**src/rtl/fft_pkg.sv**
```systemverilog
// Shared constants and FSM encoding for the 32-point FFT input reorder buffer.
package fft_pkg;
  localparam int WORD_LEN = 11;
  localparam int N_FFT    = 32;
  localparam int HALF_N   = N_FFT / 2;
  localparam int LOG2_N   = $clog2(N_FFT);

  typedef enum logic {
    IDLE = 1'b0,
    READ = 1'b1
  } fft_state_e;
endpackage

```
**src/rtl/fft_bank_regfile.sv**
```systemverilog
// One frame bank: single write port, two combinational read ports returning x[k] and x[k+16].
module fft_bank_regfile
  import fft_pkg::*;
(
  input  logic                       clk,
  input  logic                       i_rst,
  input  logic                       i_we,
  input  logic [LOG2_N-1:0]          i_waddr,
  input  logic signed [WORD_LEN-1:0] i_wdata,
  input  logic [LOG2_N-2:0]          i_raddr,
  output logic signed [WORD_LEN-1:0] o_rdata_up,
  output logic signed [WORD_LEN-1:0] o_rdata_dn
);

  logic signed [WORD_LEN-1:0] r_mem [N_FFT];

  always_ff @(posedge clk) begin
    if (i_rst) begin
      for (int i = 0; i < N_FFT; i++) r_mem[i] <= '0;
    end else if (i_we) begin
      r_mem[i_waddr] <= i_wdata;
    end
  end

  // Upper half of the address space holds the partner sample k+16.
  assign o_rdata_up = r_mem[{1'b0, i_raddr}];
  assign o_rdata_dn = r_mem[{1'b1, i_raddr}];

endmodule

```
**src/rtl/fft_input_pair_buffer.sv**
```systemverilog
// Ping-pong input buffer feeding (x[k], x[k+16]) pairs to the first DIF butterfly stage.
// Optional SOF_ALIGN_EN adds in_sof, which restarts the current frame at address 0.
module fft_input_pair_buffer
  import fft_pkg::*;
(
  input  logic                       clk,
  input  logic                       i_rst,
  input  logic signed [WORD_LEN-1:0] DataIn,
  input  logic                       in_valid,
`ifdef SOF_ALIGN_EN
  input  logic                       in_sof,
`endif
  output logic signed [WORD_LEN-1:0] DataOutUp,
  output logic signed [WORD_LEN-1:0] DataOutDown,
  output logic                       out_valid
);

  logic [LOG2_N-1:0]          r_wr_cnt;
  logic [LOG2_N-2:0]          r_rd_cnt;
  logic                       r_wr_bank;
  logic                       r_rd_bank;
  fft_state_e                 r_state;

  fft_state_e                 w_state_nxt;
  logic [LOG2_N-2:0]          w_rd_cnt_nxt;
  logic                       w_sof;
  logic                       w_frame_done;
  logic [LOG2_N-1:0]          w_waddr;
  logic                       w_we_a;
  logic                       w_we_b;
  logic signed [WORD_LEN-1:0] w_a_up;
  logic signed [WORD_LEN-1:0] w_a_dn;
  logic signed [WORD_LEN-1:0] w_b_up;
  logic signed [WORD_LEN-1:0] w_b_dn;

`ifdef SOF_ALIGN_EN
  assign w_sof = in_valid && in_sof;
`else
  assign w_sof = 1'b0;
`endif

  // A start-of-frame sample realigns the frame, so it can never complete one.
  assign w_frame_done = in_valid && !w_sof && (r_wr_cnt == LOG2_N'(N_FFT - 1));
  assign w_waddr      = w_sof ? '0 : r_wr_cnt;
  assign w_we_a       = in_valid && !r_wr_bank;
  assign w_we_b       = in_valid &&  r_wr_bank;

  always_ff @(posedge clk) begin
    if (i_rst) begin
      r_wr_cnt  <= '0;
      r_wr_bank <= 1'b0;
      r_rd_bank <= 1'b0;
    end else if (w_sof) begin
      r_wr_cnt <= LOG2_N'(1);
    end else if (in_valid) begin
      r_wr_cnt <= r_wr_cnt + 1'b1;
      if (w_frame_done) begin
        r_wr_bank <= ~r_wr_bank;
        r_rd_bank <= r_wr_bank;
      end
    end
  end

  always_ff @(posedge clk) begin
    if (i_rst) begin
      r_state  <= IDLE;
      r_rd_cnt <= '0;
    end else begin
      r_state  <= w_state_nxt;
      r_rd_cnt <= w_rd_cnt_nxt;
    end
  end

  always_comb begin
    w_state_nxt  = r_state;
    w_rd_cnt_nxt = r_rd_cnt;
    case (r_state)
      IDLE: begin
        if (w_frame_done) begin
          w_state_nxt  = READ;
          w_rd_cnt_nxt = '0;
        end
      end
      READ: begin
        if (w_frame_done) begin
          w_rd_cnt_nxt = '0;
        end else if (r_rd_cnt == (LOG2_N-1)'(HALF_N - 1)) begin
          w_state_nxt  = IDLE;
          w_rd_cnt_nxt = '0;
        end else begin
          w_rd_cnt_nxt = r_rd_cnt + 1'b1;
        end
      end
      default: begin
        w_state_nxt  = IDLE;
        w_rd_cnt_nxt = '0;
      end
    endcase
  end

  fft_bank_regfile u_bank_a (
    .clk        (clk),
    .i_rst      (i_rst),
    .i_we       (w_we_a),
    .i_waddr    (w_waddr),
    .i_wdata    (DataIn),
    .i_raddr    (r_rd_cnt),
    .o_rdata_up (w_a_up),
    .o_rdata_dn (w_a_dn)
  );

  fft_bank_regfile u_bank_b (
    .clk        (clk),
    .i_rst      (i_rst),
    .i_we       (w_we_b),
    .i_waddr    (w_waddr),
    .i_wdata    (DataIn),
    .i_raddr    (r_rd_cnt),
    .o_rdata_up (w_b_up),
    .o_rdata_dn (w_b_dn)
  );

  always_comb begin
    out_valid   = (r_state == READ);
    DataOutUp   = '0;
    DataOutDown = '0;
    if (r_state == READ) begin
      DataOutUp   = r_rd_bank ? w_b_up : w_a_up;
      DataOutDown = r_rd_bank ? w_b_dn : w_a_dn;
    end
  end

endmodule
```
**config.mk**
```make
export PLATFORM = sky130hd
export DESIGN_NAME = fft_input_pair_buffer
export DESIGN_NICKNAME = d
export VERILOG_FILES = /design/src/rtl/fft_pkg.sv /design/src/rtl/fft_bank_regfile.sv /design/src/rtl/fft_input_pair_buffer.sv
export SDC_FILE = /design/constraint.sdc
export NUM_CORES = 1
export LEC_CHECK = 0
export CAP_MARGIN = 20
export CORE_AREA = 5 5 263 457
export DETAILED_ROUTE_END_ITERATION = 7
export DIE_AREA = 0 0 268 462
export GPL_ROUTABILITY_DRIVEN = 0
export PLACE_DENSITY = 0.4
export REMOVE_ABC_BUFFERS = 1
export SKIP_CTS_REPAIR_TIMING = 1
export SYNTH_ARGS = -nofsm -noshare
export SYNTH_HDL_FRONTEND = slang
export SYNTH_SLANG_ARGS = --single-unit
```
**constraint.sdc**
```tcl
create_clock -name clk -period 3.15 [get_ports clk]
set_clock_uncertainty 0.2 [all_clocks]
set_input_delay 0.945 -clock clk [delete_from_list [all_inputs] [get_ports clk]]
set_output_delay 0.945 -clock clk [all_outputs]
set_load 0.005 [all_outputs]
```
* Word-level counts from Yosys, hierarchy flattened
Memories as Yosys holds them, arrays and structs flattened. A register that Yosys moved wholly into a read port is not among the register bits.
Cells that the tools add are included.
** Operators by class
- Add/sub/neg operators :: 2
- Equality and inequality tests :: 3
- Mux-type cells :: 34
- Bitwise gates (word level) :: 2
- Reduce and logical (&&, ||, !) cells :: 7
** Operator list (count)
- $mux 11 :: 6
- $mux 5 :: 10
- $reduce_or 11->1 :: 2
- $mux 1 :: 13
- $mux 4 :: 3
- $pmux 4 s2 :: 1
- $add 5x1->5 const B :: 1
- $eq 5x5->1 const B :: 1
- $add 4x1->4 const B :: 1
- $eq 4x4->1 const B :: 1
- $logic_and 1x1->1 :: 3
- $ne 2x2->1 const B :: 1
- $not 1->1 :: 2
- $pmux 1 s2 :: 1
- $reduce_and 2->1 :: 1
- $logic_not 1->1 :: 1
** Word-level totals
- Flip-flop bits (word level) :: 12
- RAM bits :: 704
- Memories kept :: 2
** Memory list
- u_bank_a.r_mem :: words 32, bits a word 11, rd ports 2, clocked after Yosys merged registers in 2, wr ports 32, RTL line fft_bank_regfile.sv:15 : logic signed [WORD_LEN-1:0] r_mem [N_FFT];
- u_bank_b.r_mem :: words 32, bits a word 11, rd ports 2, clocked after Yosys merged registers in 2, wr ports 32, RTL line fft_bank_regfile.sv:15

* Depth between registers and ports, before layout
Gate-level depths: netlist of run 1.
- Depth after elaboration :: 7
- Depth in mapped cells :: 8
- Depth with buffers taken out :: 6

* Cells and area by module
A second synthesis of run 1 with hierarchy kept.
** Second synthesis, totals
- Cells, all modules :: 2232
- Area, all modules :: 31999.4 um^2
** Modules (own cells, without submodules)
- fft_bank_regfile :: times used 2, cells an instance 1064, area each 15544.9 um^2, seq. area each 10570.1 um^2
- fft_input_pair_buffer :: times used 1, cells an instance 104, area each 909.6 um^2, seq. area each 240.2 um^2

* Worst setup path before layout of run 1
No wires, ideal clock.
- Path type :: reg-to-output
- Start :: register (tool-made name)
- End :: output DataOutDown[7]
- Arrival time :: 1.699 ns
- Data required time :: 2.005 ns
- Setup slack :: 0.306 ns
- Stages on the path, launching flop included :: 7
- Buffers on the path :: 2
- Cell sequence :: dfxtp_1 buf_6 buf_2 mux4_2 mux2_2 o221ai_1 a31oi_1
** RTL lines
- to (decl) :: RTL line fft_input_pair_buffer.sv:14 : output logic signed [WORD_LEN-1:0] DataOutDown,

==> results.toml, run 1 <==
[timing]
rsz0062_at_grt = "yes"
setup_slack_ns = -0.948
fin_crit_sh_pct = 130
max_freq_mhz = 244
worst_pin_slew_ns = 0.928
relSlewSlack_pct = 38.1
hold_violations = 0
fin_crit_ns = 4.10
holdWs_ns = 0.355
finalSetupTns_ns = -19.01
setup_viol = 22
drv_slew = 0

[cts]
cts_max_path_buffers = 3
insertion_delay_ns = 0.66
cts_max_level = 3
clockRootBuffer = "clkbuf_16"
cts_tree = "yes"
clkSlewWorstSetupHoldPaths_ns = 0.07
cts_made_buffers = 72
cts_sinks = 720

[placement]
post_dp_cell_area_sq_mm = 0.0377
placed_cells = 3832
dp_slack_ns = -0.765
port_buffers = 36
dpl.hpwl_microns = 72700

[detailed_routing]
drcViolationCount = 0
drtPass1Iterations = 5
drt_iter0_markers = 1195
ant_nets = 0
wl_per_cell_microns = 26.8
drt_wl_total_microns = 108000
vias = 18800
viasPerCell = 4.67

[finish]
final_cells = 4018
final_area_sq_mm = 0.0411
final_layout_size_suffix_gt1_share_pct = 32.0
multi_input_area_sq_mm = 0.0113
fillers = 11200
seqCellArea_sq_mm = 0.0215
area.growth.synth_to_final_pct = 23.4
final_nets = 2467

[global_routing]
grt_overflow = 0
grt_max_degree = 65
grt_pass1_vias = 20100
grt_pass1_wl_microns = 150000
grt_antenna_before_repair = 1
gr-usage-all-layers_pct = 17.0

[floorplanning]
dieArea_sq_mm = 0.124
die_h_microns = 462
num_rows = 166
initial_core_util_pct = 28.6
placeableCoreArea_sq_mm = 0.116
die_w_microns = 268
pin_count = 37

[synth]
synth-edff-count = 704
synth_common_cells = "705 x and2_1, 704 x edfxtp_1, 171 x clkbuf_1"
synth_top_area_share_pct = 63.5
synth_largest_area_cell = "edfxtp_1"
synthesis.area_sq_mm = 0.0333
synth.distinct_cells = 40
avgSynthCellArea_sq_um = 15.0
ys_ff_latch = 720
ys_async_sr_fraction_pct = 0
yosysSeqAreaShare_pct = 64.5
ys_warn_count = 0
synthMostInstantiatedCell = "and2_1"
synth_flop_cell = "edfxtp_1"
yosys-top-cells-area = "edfxtp_1 64%, and2_1 13%, mux4_2 10%, clkbuf_1 1.9%, mux2_2 1.5%"
netlist_instances = 2215

[worst_setup_path]
rr_worst_depth = 8
critPathTopFamily = "multiplexers"
path_buf_inv = 6
cp-end-kind = "output port"
r2r-start = "r_wr_cnt[0]"
r2r-end = "u_bank_b.r_mem[7][7]"
path_cells = "buf_12 -> buf_6 -> buf_12 -> buf_8 -> buf_6 -> mux4_2 -> mux2_4 -> o221ai_4 -> a31oi_4 -> buf_2"
cp_slowest_cell = "mux4_2"
path_class = "register to output port"
cpPeakStageDelay_ns = 0.50
cp.required_ns = 2.00
crit_fanout = 6
cp-start-kind = "register"
rrSetupSlack_ns = 0.69
arrival_ns = 2.95

[pwr]
p_leak_nw = 14.5
p_per_area_mw_per_mm2 = 498
ir_drop_uv = 414

[worst_hold_path]
hold_class = "register to register"
hp-start = "r_rd_cnt[3]"
hold_depth = 2

[run_status]
status = "finished with violations"
violations = "negative setup slack"

[flow_run]
cap_violations = 0
power breakdown:
part / leakage [nW] / total [mW] / internal [mW] / switching (mW)
logic: 6.30 / 1.06 / 0.408 / 0.649
registers: 7.17 / 11.0 / 10.9 / 0.116
clock network: 1.06 / 8.39 / 4.55 / 3.84
total: 14.5 / 20.4 / 15.8 / 4.60
layer usage:
layer / vias up / global-route usage, % / wire [microns]
met3: 118 / 2.19 / 2740
li1: 8532 / - / -
met4: 0 / 5.18 / 3100
met1: 9840 / 18.7 / 39500
met2: 276 / 33.7 / 62300
met5: - / 0 / 0
layout by cell type (no fill, tap or decap), drive strengths merged, types with 22 or more instances in the layout:
cell    count
mux2       45
clkbuf    104
o221ai     22
a22oi      22
mux4      154
a31oi      22
clkinv     30
or2        67
and2      705
nor2       77
buf       365
mux2i      47
nand2      25
edfxtp    704
registers in the layout (all words and copies together) (netlist names), named ones only:
register / flops
u_bank_a.r_mem: 352
u_bank_b.r_mem: 352
r_wr_cnt: 5
r_rd_cnt: 4
out_valid: 1
r_rd_bank: 1
r_wr_bank: 1
stage by stage:
stage / util, % / power [mW]
after floorplan: - / 11.5
after global placement: 32.4 / 12.2
after detailed placement: 32.4 / 12.3
after CTS: 34.3 / 20.7
after global routing: 35.3 / 21.1
final: 35.3 / 20.4
cells by family (layout without fill, tap and decap cells):
logic type | after synthesis | in the layout | synth area share, %
DFF | 720 | 720 | 64.5
AOI/OAI and AO/OA | 109 | 109 | 2.48
other | 0 | 6 | 0
adders and majority gates | 6 | 6 | 0.226
muxes | 246 | 246 | 13.4
and+or+nand+nor | 900 | 900 | 16.1
buffers and inverters | 229 | 514 | 3.10
xor gates and xnor gates | 5 | 5 | 0.132
how the worst max path moves through the flow:
stage | start | endpoint | slack [ns] | cells past startpoint
6_report | register | DataOutDown[1] | -0.95 | 10
5_1_grt | register | DataOutDown[1] | -1.01 | 10
4_1_cts | register | DataOutUp[4] | -1.54 | 7
3_5_place_dp | register | DataOutUp[4] | -0.76 | 7
3_3_place_gp | register | DataOutUp[4] | -0.78 | 7
2_1_floorplan | register | DataOutDown[1] | -5.98 | 4
worst register-to-register path: cells and delay by family (launching register included):
| kind | cells | cell delay, ns |
|---|---|---|
| and+or+nand+nor | 4 | 0.82 |
| buffers and inverters | 3 | 0.49 |
| adders and majority gates | 1 | 0.22 |
| DFF | 1 | 0.43 |
area by class of cell:
class	count	share of cell area [%]
multi-input combinational	1266	27.5
clock inverter	39	0.686
timing repair buffer	384	10.2
antenna	6	0.0366
inverter	3	0.0274
sequential	720	52.3
clock buffer	88	4.64
tap	1512	4.61
Power figures use the tool's default switching activity.
==> inputs of run 2 (changes only) <==
==> constraint.sdc (replaced) <==
create_clock -name clk -period 5 [get_ports clk]
set_clock_uncertainty 0.2 [all_clocks]
set_input_delay 1.5 -clock clk [delete_from_list [all_inputs] [get_ports clk]]
set_output_delay 1.5 -clock clk [all_outputs]
set_load 0.02 [all_outputs]
==> run 2 against run 1 <==
The run now ends clean. Count of clock-buffer cells in the layout rose by 8. Sequential cell count did not move. Setup slack improved by 1.1 ns. First-iteration DRC count rose by 1.8%.
==> results.toml, run 2 (synthesized netlist as in run 1, its figures left out) <==
[run_status]
status = "finished clean"

[worst_setup_path]
cp-start-kind = "register"
path_class = "register to output port"
arrival_ns = 3.16
cp.required_ns = 3.30
cp-end-kind = "output port"
path_cells = "buf_12 -> buf_4 -> mux4_2 -> mux2_2 -> o221ai_1 -> a31oi_1 -> buf_4"
critPathTopFamily = "multiplexers"
cpPeakStageDelay_ns = 0.59
cp_common_cell = "buf_4"
cp_slowest_cell = "mux4_2"
path_buf_inv = 3
crit_fanout = 16

[global_routing]
grt_pass1_wl_microns = 146000
grt_pass1_vias = 19300
grt_antenna_before_repair = 4
gr-usage-all-layers_pct = 16.6
grt_overflow = 0
grt_max_degree = 65

[cts]
cts_sinks = 720
cts_max_path_buffers = 3
insertion_delay_ns = 0.66
clkSlewWorstSetupHoldPaths_ns = 0.06
cts_max_level = 3
clockRootBuffer = "clkbuf_16"
cts_made_buffers = 72
cts_tree = "yes"

[finish]
final_area_sq_mm = 0.0381
final_cells = 3823
final_nets = 2272
reg_top3 = "u_bank_a.r_mem (352), u_bank_b.r_mem (352), r_wr_cnt (5)"
layout_common_cells = "705 x and2_1, 704 x edfxtp_1, 150 x mux4_2"
fin_util_pct = 32.8
layout_commonest_cell = "and2_1"
area.growth.synth_to_final_pct = 14.6
fillers = 11400
final_layout_size_suffix_gt1_share_pct = 24.2

[detailed_routing]
viasPerCell = 4.72
drt_iter0_markers = 1217
ant_nets = 0
drcViolationCount = 0
wl_per_cell_microns = 27.2
vias = 18000
drtPass1Iterations = 5
drt_wl_total_microns = 104000

[timing]
rsz0062_at_grt = "no"
fin_crit_ns = 4.86
finalSetupTns_ns = 0
setup_slack_ns = 0.138
relSlewSlack_pct = 37.6
fin_crit_sh_pct = 97.2
holdWs_ns = 0.324
hold_violations = 0
worst_pin_slew_ns = 0.936
drv_slew = 0
max_freq_mhz = 206
setup_viol = 0

[floorplanning]
initial_core_util_pct = 28.6
die_h_microns = 462
num_rows = 166
dieArea_sq_mm = 0.124
pin_count = 37
placeableCoreArea_sq_mm = 0.116
die_w_microns = 268

[placement]
dp_slack_ns = 0.143
placed_cells = 3672
port_buffers = 36
dpl.hpwl_microns = 67500
post_dp_cell_area_sq_mm = 0.0356

[pwr]
power.total_mw = 12.7
p_per_area_mw_per_mm2 = 333
ir_drop_uv = 291
p_leak_nw = 13.3

[flow_run]
cap_violations = 0

[worst_hold_path]
hold_class = "register to register"
## run 2: changes by cell type in the layout (fill, tap and decap cells not counted), moves of 8 or more
| cell | delta |
|---|---|
| buf_4 | -83 |
| buf_12 | -75 |
| mux2_2 | +20 |
| mux2_4 | -20 |
| buf_6 | -17 |
| o221ai_1 | +13 |
| clkbuf_2 | -11 |
| o221ai_4 | -11 |
| buf_2 | -10 |
| a31oi_1 | +9 |
| a22oi_1 | +8 |
| a22oi_2 | -8 |
| dlymetal6s2s_1 | +8 |
## run 2: worst paths after layout
kind / from / endpoint / slack, ns / cells past startpoint
worst max register to register: r_wr_cnt[0] / u_bank_b.r_mem[31][9] / 2.27 / 6
worst min register to register: r_rd_cnt[3] / r_rd_cnt[3] / 0.32 / 2
worst min-delay path: r_rd_cnt[3] / r_rd_cnt[3] / 0.32 / 2
worst max-delay path: register / DataOutDown[4] / 0.14 / 7
## run 2: per-layer routing
layer,vias to the layer above,GRT usage (%),wire (microns)
li1,8119,-,-
met1,9418,18.8,39700
met2,360,30.9,56500
met3,144,2.76,3680
met5,-,0,0
met4,0,6.46,4270
## run 2: power by group
part / total, mW / switching, mW / internal, mW / leakage, nW
Clock: 5.30 / 2.41 / 2.89 / 1.08
Combinational: 0.509 / 0.367 / 0.142 / 5.00
Sequential: 6.91 / 0.0657 / 6.84 / 7.17
## run 2: area by class of cell
| type | instances | area (sq um) | area share [%] |
|---|---|---|---|
| Clock inverter | 34 | 186 | 0.489 |
| Multi-Input combinational cell | 1266 | 10900 | 28.5 |
| Tap cell | 1512 | 1890 | 4.96 |
| Inverter | 3 | 11.3 | 0.0295 |
| Timing Repair Buffer | 189 | 1700 | 4.45 |
| Antenna cell | 3 | 7.51 | 0.0197 |
| Clock buffer | 96 | 2020 | 5.30 |
| Sequential cell | 720 | 21500 | 56.3 |
## run 2: worst reg2reg max path: stages (launching register included)
cell	delay, ns
dfxtp_1	0.43
ha_1	0.24
nor2b_1	0.28
nand4_1	0.17
nor2_1	0.40
buf_4	0.30
or2_2	0.36
==> inputs of run 3 (changes only) <==
GPL_TIMING_DRIVEN = 0   (was default)
==> run 3 against run 2 <==
Sequential share of layout area up 0.30 points. Die area did not move. Power down 0.15%. Clock power about the same. Worst hold slack better by 0.014 ns. Wire length is 4.2% lower. Sequential power about the same. Combinational power shrank 3%.
==> results.toml, run 3 (synthesized netlist as in run 1, its figures left out) <==
[run_status]
status = "finished clean"

[global_routing]
grt_max_degree = 65
gr-usage-all-layers_pct = 15.6
grt_pass1_vias = 18800
grt_pass1_wl_microns = 139000
grt_overflow = 0
grt_antenna_before_repair = 3

[timing]
worst_pin_slew_ns = 1.17
max_freq_mhz = 206
rsz0062_at_grt = "no"
holdWs_ns = 0.338
fin_crit_sh_pct = 96.9
fin_crit_ns = 4.85
relSlewSlack_pct = 21.8
drv_slew = 0
finalSetupTns_ns = 0
setup_viol = 0
hold_violations = 0

[pwr]
p_leak_nw = 13.0
p_per_area_mw_per_mm2 = 335
power.share.sequential_pct = 54.4
p_clk_share_pct = 41.7
internal-power_mw = 9.90
ir_drop_uv = 287
p_sw_share_pct = 22.0
power.switching_mw = 2.79
power_frac_comb_pct = 3.9

[cts]
cts_max_level = 3
cts_max_path_buffers = 3
clockRootBuffer = "clkbuf_16"
cts_tree = "yes"
cts_sinks = 720
insertion_delay_ns = 0.65
clkSlewWorstSetupHoldPaths_ns = 0.06
cts_made_buffers = 70

[finish]
final_layout_size_suffix_gt1_share_pct = 21.5
fillers = 11400
area.growth.synth_to_final_pct = 14.1
reg_top3 = "u_bank_a.r_mem (352), u_bank_b.r_mem (352), r_wr_cnt (5)"
layout_common_cells = "704 x and2_1, 704 x edfxtp_1, 150 x mux4_2"
final_nets = 2164
multi_input_area_sq_mm = 0.0111
final_area_sq_mm = 0.0379
seqCellArea_sq_mm = 0.0215

[placement]
port_buffers = 36
dpl.hpwl_microns = 63200
post_dp_cell_area_sq_mm = 0.0351

[detailed_routing]
ant_nets = 0
drt_wl_total_microns = 99700
viasPerCell = 4.77
drcViolationCount = 0
vias = 17700
wl_per_cell_microns = 26.9
drt_iter0_markers = 1013
drtPass1Iterations = 5

[floorplanning]
dieArea_sq_mm = 0.124
num_rows = 166
initial_core_util_pct = 28.6
pin_count = 37
die_w_microns = 268
placeableCoreArea_sq_mm = 0.116
die_h_microns = 462

[worst_setup_path]
arrival_ns = 3.15
cp-start-kind = "register"
crit_fanout = 19
path_class = "register to output port"
cp.required_ns = 3.30
cp-end-kind = "output port"

[worst_hold_path]
hold_class = "register to register"

[flow_run]
cap_violations = 0
[run 3: changes by cell type in the layout (fill, tap and decap cells not counted), sizes merged]
cell / delta
inv: +4
diode: +1
bufinv: +3
dlymetal6s2s: +13
clkinvlp: -1
buf: -122
clkinv: -7
clkbuf: -1
[run 3: final timing paths]
path / slack [ns] / cells past startpoint / startpoint / endpoint
max reg2reg: 1.46 / 5 / r_wr_cnt[0] / u_bank_b.r_mem[3][8]
max: 0.15 / 8 / register / DataOutDown[3]
min reg2reg: 0.34 / 2 / r_rd_cnt[3] / register
min: 0.34 / 2 / r_rd_cnt[3] / register
[run 3: worst max-delay path, cell delays in order, from the launching register on]
cell and delay, ns:
dfxtp_4 0.38, buf_4 0.15, buf_12 0.16, nor2_2 0.58
buf_8 0.25, a221oi_2 0.10, o21ai_1 0.34, a31oi_4 0.23
dlymetal6s2s_1 0.27
[run 3: routing by layer]
metal  GRT usage [%]  share of wire, %  up-vias
li1                -                 -     7933
met1            18.9                40     9333
met2            29.0                54      328
met3            1.94               3.2      109
met4            4.73               2.8        2
met5               0             0.017        -
[run 3: power groups by stage]
stage | clock network [mW] | registers (mW) | logic (mW)
finish | 5.30 | 6.91 | 0.496
global route | 5.66 | 6.92 | 0.534
CTS | 5.47 | 6.91 | 0.511
detailed placement | 0 | 7.04 | 0.510
global placement | 0 | 7.02 | 0.492
floorplan | 0 | 7.01 | 0.231
[run 3: through the flow]
stage / power (mW) / utilization, % / setup WS [ns] / instances
2_1_floorplan: 7.24 / - / -4.93 / 1989
3_3_place_gp: 7.52 / 29.7 / -14.76 / 3537
6_report: 12.7 / 32.6 / 0.154 / 3713
5_1_grt: 13.1 / 32.6 / 0.0315 / 3710
3_5_place_dp: 7.55 / 30.1 / -0.567 / 3564
4_1_cts: 12.9 / 32.0 / -1.32 / 3689
[run 3: area by class of cell]
cell class              count  area share, %
multi-input cells        1266           29.3
well taps                1512           4.99
flip-flops and latches    720           56.6
diodes                      4         0.0264
clock inverters            33          0.696
clock buffers              92           5.06
repair buffers             83           3.32
inverters                   3         0.0429
